`config.mk`:
```
export PLATFORM = sky130hd
export DESIGN_NAME = sy_up
export DESIGN_NICKNAME = d
export VERILOG_FILES = /design/src/rtl/sy_up.sv
export SDC_FILE = /design/constraint.sdc
export NUM_CORES = 1
export LEC_CHECK = 0
export BUFFER_PORTS_ARGS = -buffer_cell sky130_fd_sc_hd__buf_2
export CORE_AREA = 2 2 39 41
export CTS_CLUSTER_DIAMETER = 100
export DETAILED_ROUTE_END_ITERATION = 16
export DIE_AREA = 0 0 41 43
export PLACE_DENSITY = 0.3
export SLEW_MARGIN = 20
export SYNTH_ARGS = -nofsm -noshare
export SYNTH_HDL_FRONTEND = slang
export SYNTH_SLANG_ARGS = --single-unit
```
`constraint.sdc`:
```
create_clock -name clk -period 1.9 [get_ports clk]
set_input_delay 0.19 -clock clk [delete_from_list [all_inputs] [get_ports clk]]
set_output_delay 0.19 -clock clk [all_outputs]
set_load 0.03 [all_outputs]
```
`src/rtl/sy_up.sv`:
```
// ============================================================================
// Module      : sy_up
// Description : Synchronous binary up-counter built from toggle stages, with
//               asynchronous clear and a programmable wrap modulus.
//               Optional terminal-count output enabled by macro SYUP_TC_EN.
// Revision    : 1.0 - initial release
// ============================================================================
`default_nettype none

module sy_up #(
    parameter int WIDTH   = 3,
    parameter int MODULUS = 2 ** WIDTH
) (
    input  logic             clk,
    input  logic             reset,
    output logic [WIDTH-1:0] count_out
`ifdef SYUP_TC_EN
    ,
    output logic             tc
`endif
);

    localparam logic [WIDTH-1:0] c_LAST = WIDTH'(MODULUS - 1);
    localparam bit               c_NPOT = (MODULUS < (2 ** WIDTH));

    logic [WIDTH-1:0] r_count;
    logic [WIDTH-1:0] w_toggle;
    logic             w_wrap;

    assign w_wrap    = (r_count == c_LAST);
    assign count_out = r_count;

    generate
        for (genvar i = 0; i < WIDTH; i++) begin : g_stage
            if (i == 0) begin : g_lsb
                assign w_toggle[i] = 1'b1;
            end else begin : g_upper
                assign w_toggle[i] = &r_count[i-1:0];
            end

            if (c_NPOT) begin : g_clear
                // Truncated modulus: the wrap compare overrides the toggle.
                always_ff @(posedge clk or posedge reset) begin
                    if (reset) begin
                        r_count[i] <= 1'b0;
                    end else if (w_wrap) begin
                        r_count[i] <= 1'b0;
                    end else if (w_toggle[i]) begin
                        r_count[i] <= ~r_count[i];
                    end
                end
            end else begin : g_natural
                // Full binary range: natural rollover already yields zero.
                always_ff @(posedge clk or posedge reset) begin
                    if (reset) begin
                        r_count[i] <= 1'b0;
                    end else if (w_toggle[i]) begin
                        r_count[i] <= ~r_count[i];
                    end
                end
            end
        end
    endgenerate

`ifdef SYUP_TC_EN
    assign tc = w_wrap & ~reset;
`else
    logic w_unused;
    assign w_unused = w_wrap;
`endif

endmodule

`default_nettype wire

```
# After elaboration in Yosys (flattened, before gate mapping)
# Index checks and enable logic that the tools add are counted.
word_totals:
  ff_bits: 3
  out_inout_bits: 3
  word_cells: 7
op_classes:
  bitwise_logic: 3
  reduce_logical: 1
op_table:
  columns: ["cell", "n"]
  rows:
  - ["inverter 1 bit", 3]
  - ["AND reduction 2 bit", 1]

# Logic depth before layout (Yosys ltp)
# Gate-level depths: netlist of the first run.
logic_depth:
  word_depth: 1
  depth_mapped: 2

# Worst setup path before layout of the first run
# No wires, ideal clock.
synth_timing:
  kind: "register to register"
  startpoint: "register r_count[1] (netlist: count_out[1])"
  endpoint: "register r_count[2] (netlist: count_out[2])"
  setup_ns: 0.133
  arrival_time_ns: 0.747
  required_ns: 1.767
  slack_ns: 1.020
  path_stages_with_launch: 3
  period_less_slack_ns: 0.880
  cell_sequence: "dfrtp_1 > nand2_1 > xnor2_1"
synth_via:
  elab_chain_len: 1
synth_lines:
  columns: ["item", "line", "source"]
  rows:
  - ["start: declaration", "26", "logic [WIDTH-1:0] r_count;"]
  - ["start signal: indexed assignment", "58", "r_count[i] <= ~r_count[i];"]
  - ["AND reduction 2 bit", "38", "assign w_toggle[i] = &r_count[i-1:0];"]
# Every way passes these cells.
# A chain may end at the register's enable or synchronous reset.

# Worst setup path in the final report of the first run
layout_timing:
  startpoint: "register r_count[0] (netlist: count_out[0])"
  endpoint: "output port count_out[0]"
layout_rtl:
  columns: ["item", "line", "source"]
  rows:
  - ["end: declaration", "16", "output logic [WIDTH-1:0] count_out"]
# No word-level cell between the ends.

==> impl_metrics.yaml, run 1 <==
outcome:
  run_status: "finished, final reports clean"
timing:
  finalSetupViolCount: 0
  layout_min_cycle_time_ns: 1.03
  finalCritPeriodShare_pct: 54.4
  hold-worst-slack_ns: 0.362
  drv_slew: 0
  hold_violations: 0
  fin_setup_tns_ns: 0
  rsz0062_at_grt: "false"
  skew_ns: 0.00110
  fin_ws_ns: 0.867
  slew_headroom_pct: 90.8
  worst_pin_slew_ns: 0.138
  fmax_mhz: 968
floorplan:
  num_rows: 14
  fp.dieH_um: 43
  initial_core_util_pct: 8.05
  dieArea_um2: 1760
  coreArea_um2: 1380
  die_w_um: 41
  pin_count: 5
place:
  routabilityCongestion: 0.454
  numPortBuffers: 4
  dp_cells: 28
  pre_cts_ws_ns: 1.11
  dpl.hpwl_um: 135
finish:
  final_common_cell: "buf_2"
  stdcell_count: 33
  drive_above_1_share_pct: 41.2
  largest_reg_flops: 3
  post-route-util_pct: 13.0
  diodes: 0
  area_growth_pct: 61.8
  final_nets: 20
  mostFrequentLayoutCells: "4 x buf_2, 3 x clkbuf_4, 3 x dfrtp_1, 2 x inv_1"
setup_path:
  end_kind: "output port"
  cp-start-kind: "flip-flop"
  slowest_stage: "dfrtp_1"
  cp_data_required_time_ns: 1.71
  critPathTopFamily: "flip-flops"
  critical_path.cell_chain: "buf_2"
  path_class: "reg -> out"
  arrival_ns: 0.84
  critPathMaxStageDelay_ns: 0.39
  crit_buf_inv: 1
  critPathMaxFanout: 4
logic_synthesis:
  syn-cell-area_um2: 111
  yosys_warnings: 0
  synthCells: 9
  syn_nets: 11
  yosysSeqAreaShare_pct: 67.4
  ys_ff_latch: 3
  synth_cell_type_count: 6
  syn_avg_cell_area_um2: 12.4
route:
  wire_per_inst_um: 6.00
  ant_nets: 0
  drt_iter0_drc: 1
  via_per_inst: 2.30
  drcViolationCount: 0
  vias: 76
  wirelength_um: 198
  drt_first_pass_iters: 2
run:
  cap_violations: 0
global_route:
  grt_max_degree: 5
  grt_pass1_vias: 86
  overflow: 0
  grt_antenna_before_repair: 0
  track_usage_pct: 3.82
  grt_pass1_wl_um: 310
clock_tree:
  cts.sinks: 3
  clk_latency_ns: 0.23
  tritoncts: "built"
  cts_buffers: 3
  cts_root_buf: "clkbuf_4"
  htree_num_levels: 1
  cts_buffer_depth: 2
  clkTransAtPathRegs_ns: 0.04
  cts_resized: 0
pwr:
  peakVddDrop_v: 0.000134
  p_per_area_nw_per_um2: 990
  leakage_nw: 0.0964
worst_hold_path:
  worstHoldPathType: "in -> async"
-- routing by layer --
layer / global-route usage (%) / wire [um]
met3: 4.71 / 47
met2: 2.50 / 47
met1: 2.91 / 81
met4: 8.00 / 22
met5: 0 / 0
-- timing repair --
| item | 4_1_cts | 5_1_grt |
|---|---|---|
| hold endpoints to repair | 3 | 0 |
| hold buffers | 1 | 0 |
| buffers inserted | 0 | 0 |
-- power by group --
part	internal, mW	switching [mW]
clock	0.0786	0.0317
combinational	0.00219	0.00152
sequential	0.0643	0
-- synth_stat cells (all sizes together) --
| master | number | share of area (%) |
|---|---|---|
| buf | 1 | 6.7 |
| dfrtp | 3 | 67 |
| inv | 2 | 6.7 |
| nand2 | 1 | 3.4 |
| xnor2 | 1 | 7.9 |
| xor2 | 1 | 7.9 |
-- kinds of logic after synthesis --
| kind of cell | count (synthesis) | share of synthesized area (%) |
|---|---|---|
| flip-flops | 3 | 67.4 |
| buffers and inverters | 3 | 13.5 |
| XOR/XNOR | 2 | 15.7 |
| AND/OR/NAND/NOR | 1 | 3.37 |
-- worst paths after layout --
check	start	endpoint	slack, ns	cells after the start
max reg2reg	count_out[0]	count_out[2]	1.18	2
min in group clk	count_out[2]	count_out[2]	0.47	1
max	count_out[0]	count_out[0]	0.87	1
min reg2reg	count_out[2]	count_out[2]	0.47	1
max in group asynchronous	reset	count_out[2]	1.41	3
min	reset	count_out[0]	0.36	3
-- cell type report --
| cell class | instances | area (um^2) |
|---|---|---|
| repair buffers | 5 | 30.0 |
| fillers | 164 | 1200 |
| well taps | 16 | 20.0 |
| flip-flops and latches | 3 | 75.1 |
| inverters | 2 | 7.51 |
| clock buffers | 4 | 26.3 |
| multi-input cells | 3 | 21.3 |
-- through the flow --
stage	total power [mW]	instance area, um^2
after floorplan	0.0662	111
after global placement	0.0673	144
after detailed placement	0.0673	144
after CTS	0.187	180
after global routing	0.192	180
final	0.178	180
No activity file was read; power rests on OpenSTA's default activity.
==> inputs of run 2 (changes only) <==
--- a/config.mk
+++ b/config.mk
@@ -5,6 +5,7 @@
 export SDC_FILE = /design/constraint.sdc
 export NUM_CORES = 1
 export LEC_CHECK = 0
+export ABC_AREA = 1
 export BUFFER_PORTS_ARGS = -buffer_cell sky130_fd_sc_hd__buf_2
 export CORE_AREA = 2 2 39 41
 export CTS_CLUSTER_DIAMETER = 100
==> constraint.sdc (replaced) <==
create_clock -name clk -period 1 [get_ports clk]
set_input_delay 0.1 -clock clk [delete_from_list [all_inputs] [get_ports clk]]
set_output_delay 0.1 -clock clk [all_outputs]
set_load 0.03 [all_outputs]
==> impl_metrics.yaml, run 2 <==
outcome:
  run_status: "finished, final reports clean"
logic_synthesis:
  ys_ff_latch: 3
  yosysMostFrequentCell: "inv_1"
  synth_xor_area_share_pct: 0
  synth_edf_count: 0
  synth_top_family_by_area: "simple AND/OR/NAND/NOR gates"
  syn_nets: 16
  yosys-top-cells-count: "4 x inv_1, 3 x dfrtp_1, 3 x nand2_1"
  syn-cell-area_um2: 121
  synth_top_area_share_pct: 61.9
  yosys_warnings: 0
  synth_cell_type_count: 6
  synth_top_area_cell: "dfrtp_1"
  synthMuxAreaShare_pct: 0
  syn_avg_cell_area_um2: 8.67
  synth_area_leaders: "dfrtp_1 62%, inv_1 12%, nand2_1 9.3%"
  synthCells: 14
  synthAdderAreaFrac_pct: 0
  yosysSeqAreaShare_pct: 61.9
  synth-compound-area-share_pct: 0
  synth_flop_cell: "dfrtp_1"
  synth_simple_gate_area_share_pct: 19.6
  synth-async-reset-ratio_pct: 100
clock_tree:
  cts_buffers: 3
  cts_buffer_depth: 2
  cts_resized: 0
  hold_buffers: 1
  cts.sinks: 3
  clkTransAtPathRegs_ns: 0.04
  postCtsSetupBuffers: 0
  clk_latency_ns: 0.23
  htree_num_levels: 1
  tritoncts: "built"
  cts_root_buf: "clkbuf_4"
pwr:
  p_switching_uw: 62.9
  p_clk_share_pct: 61.8
  leakage_nw: 0.114
  p_per_area_nw_per_um2: 1780
  p_sw_share_pct: 18.6
  power.share.sequential_pct: 36.1
  p_int_uw: 276
  peakVddDrop_v: 0.000395
  p_comb_share_pct: 2.2
floorplan:
  pin_count: 5
  initial_core_util_pct: 8.77
  coreArea_um2: 1380
  dieArea_um2: 1760
  fp.dieH_um: 43
  num_rows: 14
  die_w_um: 41
finish:
  drive_above_1_share_pct: 31.8
  area_growth_pct: 56.7
  multiInputGateArea_um2: 23.8
  mostFrequentLayoutCells: "4 x inv_1, 4 x buf_2, 3 x nand2_1, 3 x clkbuf_4, 3 x dfrtp_1"
  largest_reg_flops: 3
  final_nets: 25
  stdcell_area_um2: 190
  fillers: 159
  seqCellArea_um2: 75.1
  diodes: 0
global_route:
  grt_pass1_vias: 92
  track_usage_pct: 4.02
  overflow: 0
  grt_pass1_wl_um: 331
  grt_antenna_before_repair: 0
  grt_max_degree: 6
route:
  drt_iter0_drc: 4
  drt_first_pass_iters: 4
  ant_nets: 0
  wire_per_inst_um: 6.08
  via_per_inst: 2.66
  vias: 101
  wirelength_um: 231
  drcViolationCount: 0
setup_path:
  critPathTopFamily: "flip-flops"
  crit_buf_inv: 1
  critPathMaxStageDelay_ns: 0.39
  critPathMaxFanout: 5
  slowest_stage: "dfrtp_1"
  end_kind: "output port"
  arrival_ns: 0.84
  cp-start-kind: "flip-flop"
  critical_path.cell_chain: "buf_2"
  path_class: "reg -> out"
  cp_data_required_time_ns: 0.90
timing:
  hold_violations: 0
  rsz0062_at_grt: "false"
  fin_setup_tns_ns: 0
  layout_min_cycle_time_ns: 0.944
  worst_pin_slew_ns: 0.146
  fmax_mhz: 1060
  skew_ns: 0.00248
  drv_slew: 0
  slew_headroom_pct: 90.3
  finalCritPeriodShare_pct: 94.4
  finalSetupViolCount: 0
place:
  dpl.hpwl_um: 165
  numPortBuffers: 4
  dpl_cell_area_um2: 154
  routabilityCongestion: 0.463
worst_hold_path:
  worstHoldPathType: "in -> async"
run:
  cap_violations: 0
-- run 2: cell types whose count changed after synthesis --
cell     before  now
nand2_1       1    3
xnor2_1       1    0
nand3_1       0    1
nor2_1        0    2
xor2_1        1    0
inv_1         2    4
-- run 2: kinds of logic (layout without fill, tap and decap cells) --
| group | after synthesis | count (layout) |
|---|---|---|
| simple gates | 6 | 6 |
| buf+inv | 5 | 13 |
| flops | 3 | 3 |
-- run 2: through the flow --
stage / worst slack (ns) / std cells / utilization, % / hold WS, ns / power, mW
floorplan: 0.145 / 14 / - / -0.146 / 0.126
global placement: 0.285 / 33 / 11.1 / -0.0266 / 0.128
detailed placement: 0.293 / 33 / 11.1 / -0.0309 / 0.128
CTS: 0.0431 / 38 / 13.7 / 0.270 / 0.354
global route: 0.0213 / 38 / 13.7 / 0.303 / 0.361
finish: 0.0564 / 38 / 13.7 / 0.281 / 0.338
-- run 2: worst paths after layout --
kind | start | end | slack [ns] | depth (start not counted)
worst max-delay path | count_out[0] | count_out[0] | 0.06 | 1
max in group asynchronous | reset | count_out[0] | 0.59 | 3
worst max register to register | count_out[0] | count_out[2] | 0.29 | 3
worst min-delay path | reset | count_out[2] | 0.28 | 3
min in group clk | count_out[0] | count_out[0] | 0.49 | 1
worst min register to register | count_out[0] | count_out[0] | 0.49 | 1
-- run 2: routing by layer --
metal / vias up / routed length (um) / global-route usage (%)
li1: 55 / - / -
met1: 41 / 104 / 3.56
met2: 5 / 86 / 2.50
met3: 0 / 41 / 6.28
met4: 0 / 0 / 6.00
met5: - / 0 / 0
-- run 2: tightest hold or removal path, cell delays in order --
cell and delay [ns]:
dlygate4sd3_1 0.53, buf_2 0.12, inv_1 0.10
-- run 2: final cells by class --
type / instances / share of cell area (%)
sequential: 3 / 39.5
timing repair buffer: 5 / 15.8
clock buffer: 4 / 13.8
multi-input combinational: 6 / 12.5
tap: 16 / 10.5
inverter: 4 / 7.89
-- run 2: power groups by stage --
stage | registers (mW) | clock network, mW | logic [mW]
final | 0.122 | 0.209 | 0.00732
after global routing | 0.122 | 0.231 | 0.00847
after CTS | 0.122 | 0.224 | 0.00741
after detailed placement | 0.124 | 0 | 0.00438
after global placement | 0.124 | 0 | 0.00457
after floorplan | 0.124 | 0 | 0.00211
